--- src/rtl/uart_transmitter.sv ---
// 8N1 UART transmitter: accepts a byte on a valid/ready handshake and shifts it
// out LSB first, each bit held for CLOCK_FREQ/BAUD_RATE clock cycles.
module uart_transmitter #(
   parameter int CLOCK_FREQ = 125_000_000,
   parameter int BAUD_RATE  = 115_200
) (
   input  logic       clk,
   input  logic       rst,
   input  logic [7:0] data_in,
   input  logic       data_in_valid,
   output logic       data_in_ready,
   output logic       serial_out
);

   localparam int T  = CLOCK_FREQ / BAUD_RATE;
   localparam int CW = (T > 1) ? $clog2(T) : 1;

   localparam logic [CW-1:0] CYC_LAST = CW'(T - 1);
   localparam logic [CW-1:0] CYC_ONE  = CW'(1);
   localparam logic [3:0]    BIT_LAST = 4'd9;

   localparam logic [0:0] IDLE = 1'b0;
   localparam logic [0:0] SEND = 1'b1;

   if (T < 2) begin : g_bad_baud
      $error("uart_transmitter: CLOCK_FREQ/BAUD_RATE must be at least 2");
   end

   logic [0:0]    state;
   logic [CW-1:0] cyc_cnt;
   logic [3:0]    bit_cnt;
   logic [8:0]    shift_reg;
   logic          handshake;

   // Ready is decoded from the state register only, so reset drives it high at once.
   assign data_in_ready = (state == IDLE);
   assign handshake     = data_in_valid && data_in_ready;

   // shift_reg holds {stop, data}; bit 0 is always the next bit to put on the line.
   // NOTE: sequential state uses non-blocking assignments so every register
   // samples pre-edge values, independent of statement order.
   always_ff @(posedge clk or posedge rst) begin
      if (rst) begin
         state      <= IDLE;
         cyc_cnt    <= '0;
         bit_cnt    <= '0;
         shift_reg  <= '0;
         serial_out <= 1'b1;
      end else if (state == IDLE) begin
         if (handshake) begin
            state      <= SEND;
            serial_out <= 1'b0;
            shift_reg  <= {1'b1, data_in};
            cyc_cnt    <= '0;
            bit_cnt    <= '0;
         end
      end else begin
         if (cyc_cnt == CYC_LAST) begin
            cyc_cnt <= '0;
            if (bit_cnt == BIT_LAST) begin
               state      <= IDLE;
               bit_cnt    <= '0;
               shift_reg  <= '0;
               serial_out <= 1'b1;
            end else begin
               bit_cnt    <= bit_cnt + 4'd1;
               serial_out <= shift_reg[0];
               shift_reg  <= {1'b0, shift_reg[8:1]};
            end
         end else begin
            cyc_cnt <= cyc_cnt + CYC_ONE;
         end
      end
   end

endmodule

--- config.mk ---
export PLATFORM = sky130hd
export DESIGN_NAME = uart_transmitter
export DESIGN_NICKNAME = d
export VERILOG_FILES = /design/src/rtl/uart_transmitter.sv
export SDC_FILE = /design/constraint.sdc
export NUM_CORES = 1
export LEC_CHECK = 0
export ABC_AREA = 1
export BUFFER_PORTS_ARGS = -buffer_cell sky130_fd_sc_hd__buf_2
export CAP_MARGIN = 20
export CORE_MARGIN = 2
export CORE_UTILIZATION = 63
export DETAILED_ROUTE_END_ITERATION = 8
export PLACE_DENSITY = 0.92
export SLEW_MARGIN = 10
export SYNTH_ARGS = -nofsm -noshare
export SYNTH_HDL_FRONTEND = slang
export SYNTH_SLANG_ARGS = --single-unit
--- constraint.sdc ---
create_clock -name clk -period 4 [get_ports clk]
set_input_delay 0.4 -clock clk [delete_from_list [all_inputs] [get_ports clk]]
set_output_delay 0.4 -clock clk [all_outputs]
set_load 0.03 [all_outputs]
# [Yosys cells after proc, flatten, opt, wreduce, memory -nomap -nowiden]
# Cells that the tools add are included.
[classes] addsub=2 eq_ne=3 muxes=19 bitwise_logic=1 reduce_logical=3
[ops] cell="$mux W11" count=3
[ops] cell="$mux W9" count=3
[ops] cell="$mux W4" count=4
[ops] cell="$add A11 B1 Y11 const B" count=1
[ops] cell="$eq A11 B11 Y1 const B" count=1
[ops] cell="$mux W1" count=8
[ops] cell="$mux W8" count=1
[ops] cell="$add A4 B1 Y4 const B" count=1
[ops] cell="$eq A4 B4 Y1 const B" count=1
[ops] cell="$ne A2 B1 Y1 const B" count=1
[ops] cell="$reduce_and A2 Y1" count=1
[ops] cell="$reduce_bool A2 Y1" count=1
[ops] cell="$logic_and A1 B1 Y1" count=1
[ops] cell="$not A1 Y1" count=1
[totals] reg_bits=26 inputBits=11 output_inout_bits=2 wordCells=33

# [Depth between registers and ports, before layout]
[depth] ltp_word=4 ltp_mapped=9 mapped_depth_nobuf=9

# [Worst setup path after synthesis]
# No wires, ideal clock.
[synth_timing] kind="reg2reg" from="reg cyc_cnt[0]" to="reg bit_cnt[3]" setup_time_ns=0.117 t_arrival_ns=1.235 t_required_ns=3.883 path_slack_ns=2.647 path_stages_with_launch=9 n_path_buf=1 synth_period_minus_slack_ns=1.353 path_cell_list="dfrtp_1 -> inv_1 -> ha_1 -> nand3_1 -> nor2_2 -> nand3_2 -> buf_6 -> nand3_1 -> nand2_1"
[synth_between] elab_chain_len=3
[synth_lines] element="start, declared" line_no="30" source="logic [CW-1:0] cyc_cnt;"
[synth_lines] element="start signal, assigned" line_no="71" source="cyc_cnt <= cyc_cnt + CYC_ONE;"
[synth_lines] element="$eq A11 B11 Y1" line_no="58" source="if (cyc_cnt == CYC_LAST) begin"
[synth_lines] element="$ne A2 B1 Y1 (no line)"
[synth_lines] element="$reduce_and A2 Y1 (no line)"
[synth_lines] element="end signal, assigned" line_no="66" source="bit_cnt <= bit_cnt + 4'd1;"
[synth_lines] element="end, declared" line_no="31" source="logic [3:0] bit_cnt;"
# Every way passes these cells.
# A chain may end at the register's enable or synchronous reset.

# [Final worst setup path]
[layout_timing] from="reg state" to="out data_in_ready"
[layout_between] elab_chain_len=1
[layout_lines] element="start, declared" line_no="29" source="logic [0:0] state;"
[layout_lines] element="start signal, assigned" line_no="44" source="state <= IDLE;"
[layout_lines] element="start signal, assigned" line_no="51" source="state <= SEND;"
[layout_lines] element="start signal, assigned" line_no="61" source="state <= IDLE;"
[layout_lines] element="$not A1 Y1"
[layout_lines] element="end, declared" line_no="11" source="output logic data_in_ready,"
# Every way passes these cells.

==> impl_metrics.ini <==
[worst_setup_path]
startpoint_type = flip-flop
path_delay_family = buffers and inverters
r2r-start = state
r2r_end = shift_reg[8]
end_kind = output port
crit_start = state
slowest_stage = dfrtp_1
cp_max_fo = 14
cp_num_buf_inv = 2
worstPathArrival_ps = 1580
crit_end = data_in_ready
critical_path.cell_chain = inv_1 > buf_2
crit_required_ps = 3600
critPathKind = reg -> out
rrSetupSlack_ps = 2170
ff2ff_path_depth = 4
slowest_delay_ps = 540
crit_cells = 2

[sta]
fin_setup_tns_ps = 0
setup_viol_count_final = 0
min_period_ps = 1978
min_period_over_period_pct = 49.46
worst-slew-pin-transition_ps = 520.3
worst_hold_slack_ps = 64.66
fmax_mhz = 505.5
hold_viol_final = 0
rsz0062_at_grt = false
slew_headroom_pct = 65.23
slew_viol_final = 0
finClkSkew_ps = 1.278

[clock_tree]
postCtsSetupBuffers = 0
cts_htree_levels = 1
cts-resized-gates = 0
clk_latency_ps = 320
clkTransAtPathRegs_ps = 140
cts_buffers = 3
cts.sinks = 26
cts_hold_buf = 0
clockBufferDepth = 2
clockRootBuffer = clkbuf_4
cts_tree = built

[flow_run]
maxCapViolCount = 0

[routing]
route.detailed.drc = 0
drt_iter0_drc = 87
dr_total_vias = 1368
wl_per_cell_um = 13.80
drt-pass1-iter-count = 4
routed_wl_um = 3285
avgViaCountPerCell = 5.748
postRouteAntennaNets = 0

[floorplan]
core-area_um2 = 2276
fp-row-count = 17
die_w_um = 53.55
start_util_pct = 67.95
io_pins = 13
die_h_um = 53.55
dieArea_um2 = 2867

[global_route]
antenna_found_initial = 0
grt_usage_pct = 26.61
grt_max_degree = 27
grt_first_pass_wirelength_um = 5526
grt_pass1_vias = 1354
grt.overflow.total = 0

[synth]
synthesis.nets = 215
synth_cell_types = 26
synth_commonest_cells = nand2_1, nand3_1, dfrtp_1
synth_edf_count = 0
synth-seq-area-share_pct = 42.15
ys_top_cells_by_area = dfrtp_1, nand2_1, nand3_1
synth_flop_cell = dfrtp_1
syn-mean-instance-area_um2 = 7.732
synth_area_um2 = 1546
ys_async_sr_fraction_pct = 100.0
yosys_warnings = 0
yosys.area.top_type = dfrtp_1
ys_seq_elements = 26
synth_cells = 200
synth_top_area_share_pct = 40.45
yosysMostFrequentCell = nand2_1

[final_layout]
postLayoutCellArea_um2 = 1659
nNetsFinal = 226
final_layout_size_suffix_gt1_share_pct = 13.81
n_antenna_cell = 0
syn2layout_area_growth_pct = 7.281
largest_reg_flops = 11
instances_no_fill = 238

[placed_design]
detailed_place_hpwl_um = 2307
placed_cell_area_um2 = 1592
finalWeightedCongestion = 0.9284
portBuffers = 12
place_inst = 233

[min_path]
holdCritPathClass = in -> async

[power]
power.density_nw_per_um2 = 577.9
p_leak_nw = 0.8418
power_mw = 0.9587
ir_drop_mv = 0.3861

[outcome]
outcome = finished clean
==> final cells by class <==
type                            count  area (um^2)
Multi-Input combinational cell    150        775.7
Sequential cell                    26        651.9
Fill cell                         157        616.8
Timing Repair Buffer               13        75.07
Inverter                           17        68.82
Tap cell                           28        35.03
Clock inverter                      1        30.03
Clock buffer                        3        22.52
==> kinds of logic (layout without fill, tap and decap cells) <==
| logic type | count (synthesis) | after routing | synth area share [%] |
|---|---|---|---|
| simple gates | 130 | 130 | 39.24 |
| compound gates | 11 | 11 | 4.855 |
| buf+inv | 24 | 34 | 7.686 |
| fa+ha+maj | 4 | 4 | 3.236 |
| flops | 26 | 26 | 42.15 |
| xor+xnor | 5 | 5 | 2.832 |
==> how the worst min path moves through the flow <==
| stage | slack (ps) | end | startpoint |
|---|---|---|---|
| 2_1_floorplan | 440 | bit_cnt[0] | rst |
| 5_1_grt | 90 | cyc_cnt[9] | rst |
| 6_report | 60 | state | rst |
| 3_3_place_gp | 480 | serial_out | serial_out |
| 3_5_place_dp | 500 | shift_reg[7] | shift_reg[7] |
| 4_1_cts | 310 | cyc_cnt[8] | rst |
==> cells in the final DEF (no fill, tap or decap), types with 2 or more instances in the layout <==
cell,count
nand2_1,69
nand3_1,38
dfrtp_1,25
inv_1,16
buf_2,12
nor2_1,9
o21ai_0,7
ha_1,4
nand4_1,3
nor3_1,3
xor2_1,3
clkbuf_4,3
nor2_2,2
nor2_4,2
xnor2_1,2
==> per-stage QoR <==
stage          setup WS (ps)  util (%)
2_1_floorplan           2647         -
3_3_place_gp            2404     69.93
3_5_place_dp            2234     69.93
4_1_cts                 2026     72.24
5_1_grt                 1961     72.90
6_report                2022     72.90
==> layer usage <==
layer | vias to the layer above | GRT usage (%) | share of wire (%)
met1 | 639 | 30.62 | 42
met5 | - | 0 | 0
met4 | 0 | 14.53 | 2.0
met2 | 53 | 46.50 | 50
li1 | 666 | - | -
met3 | 10 | 5.000 | 5.5
==> where the power goes <==
group | switching [mW] | internal (mW)
combinational | 0.191 | 0.127
clock | 0.0772 | 0.101
sequential | 0.108 | 0.354
total | 0.376 | 0.583
No activity file was read; power rests on OpenSTA's default activity.
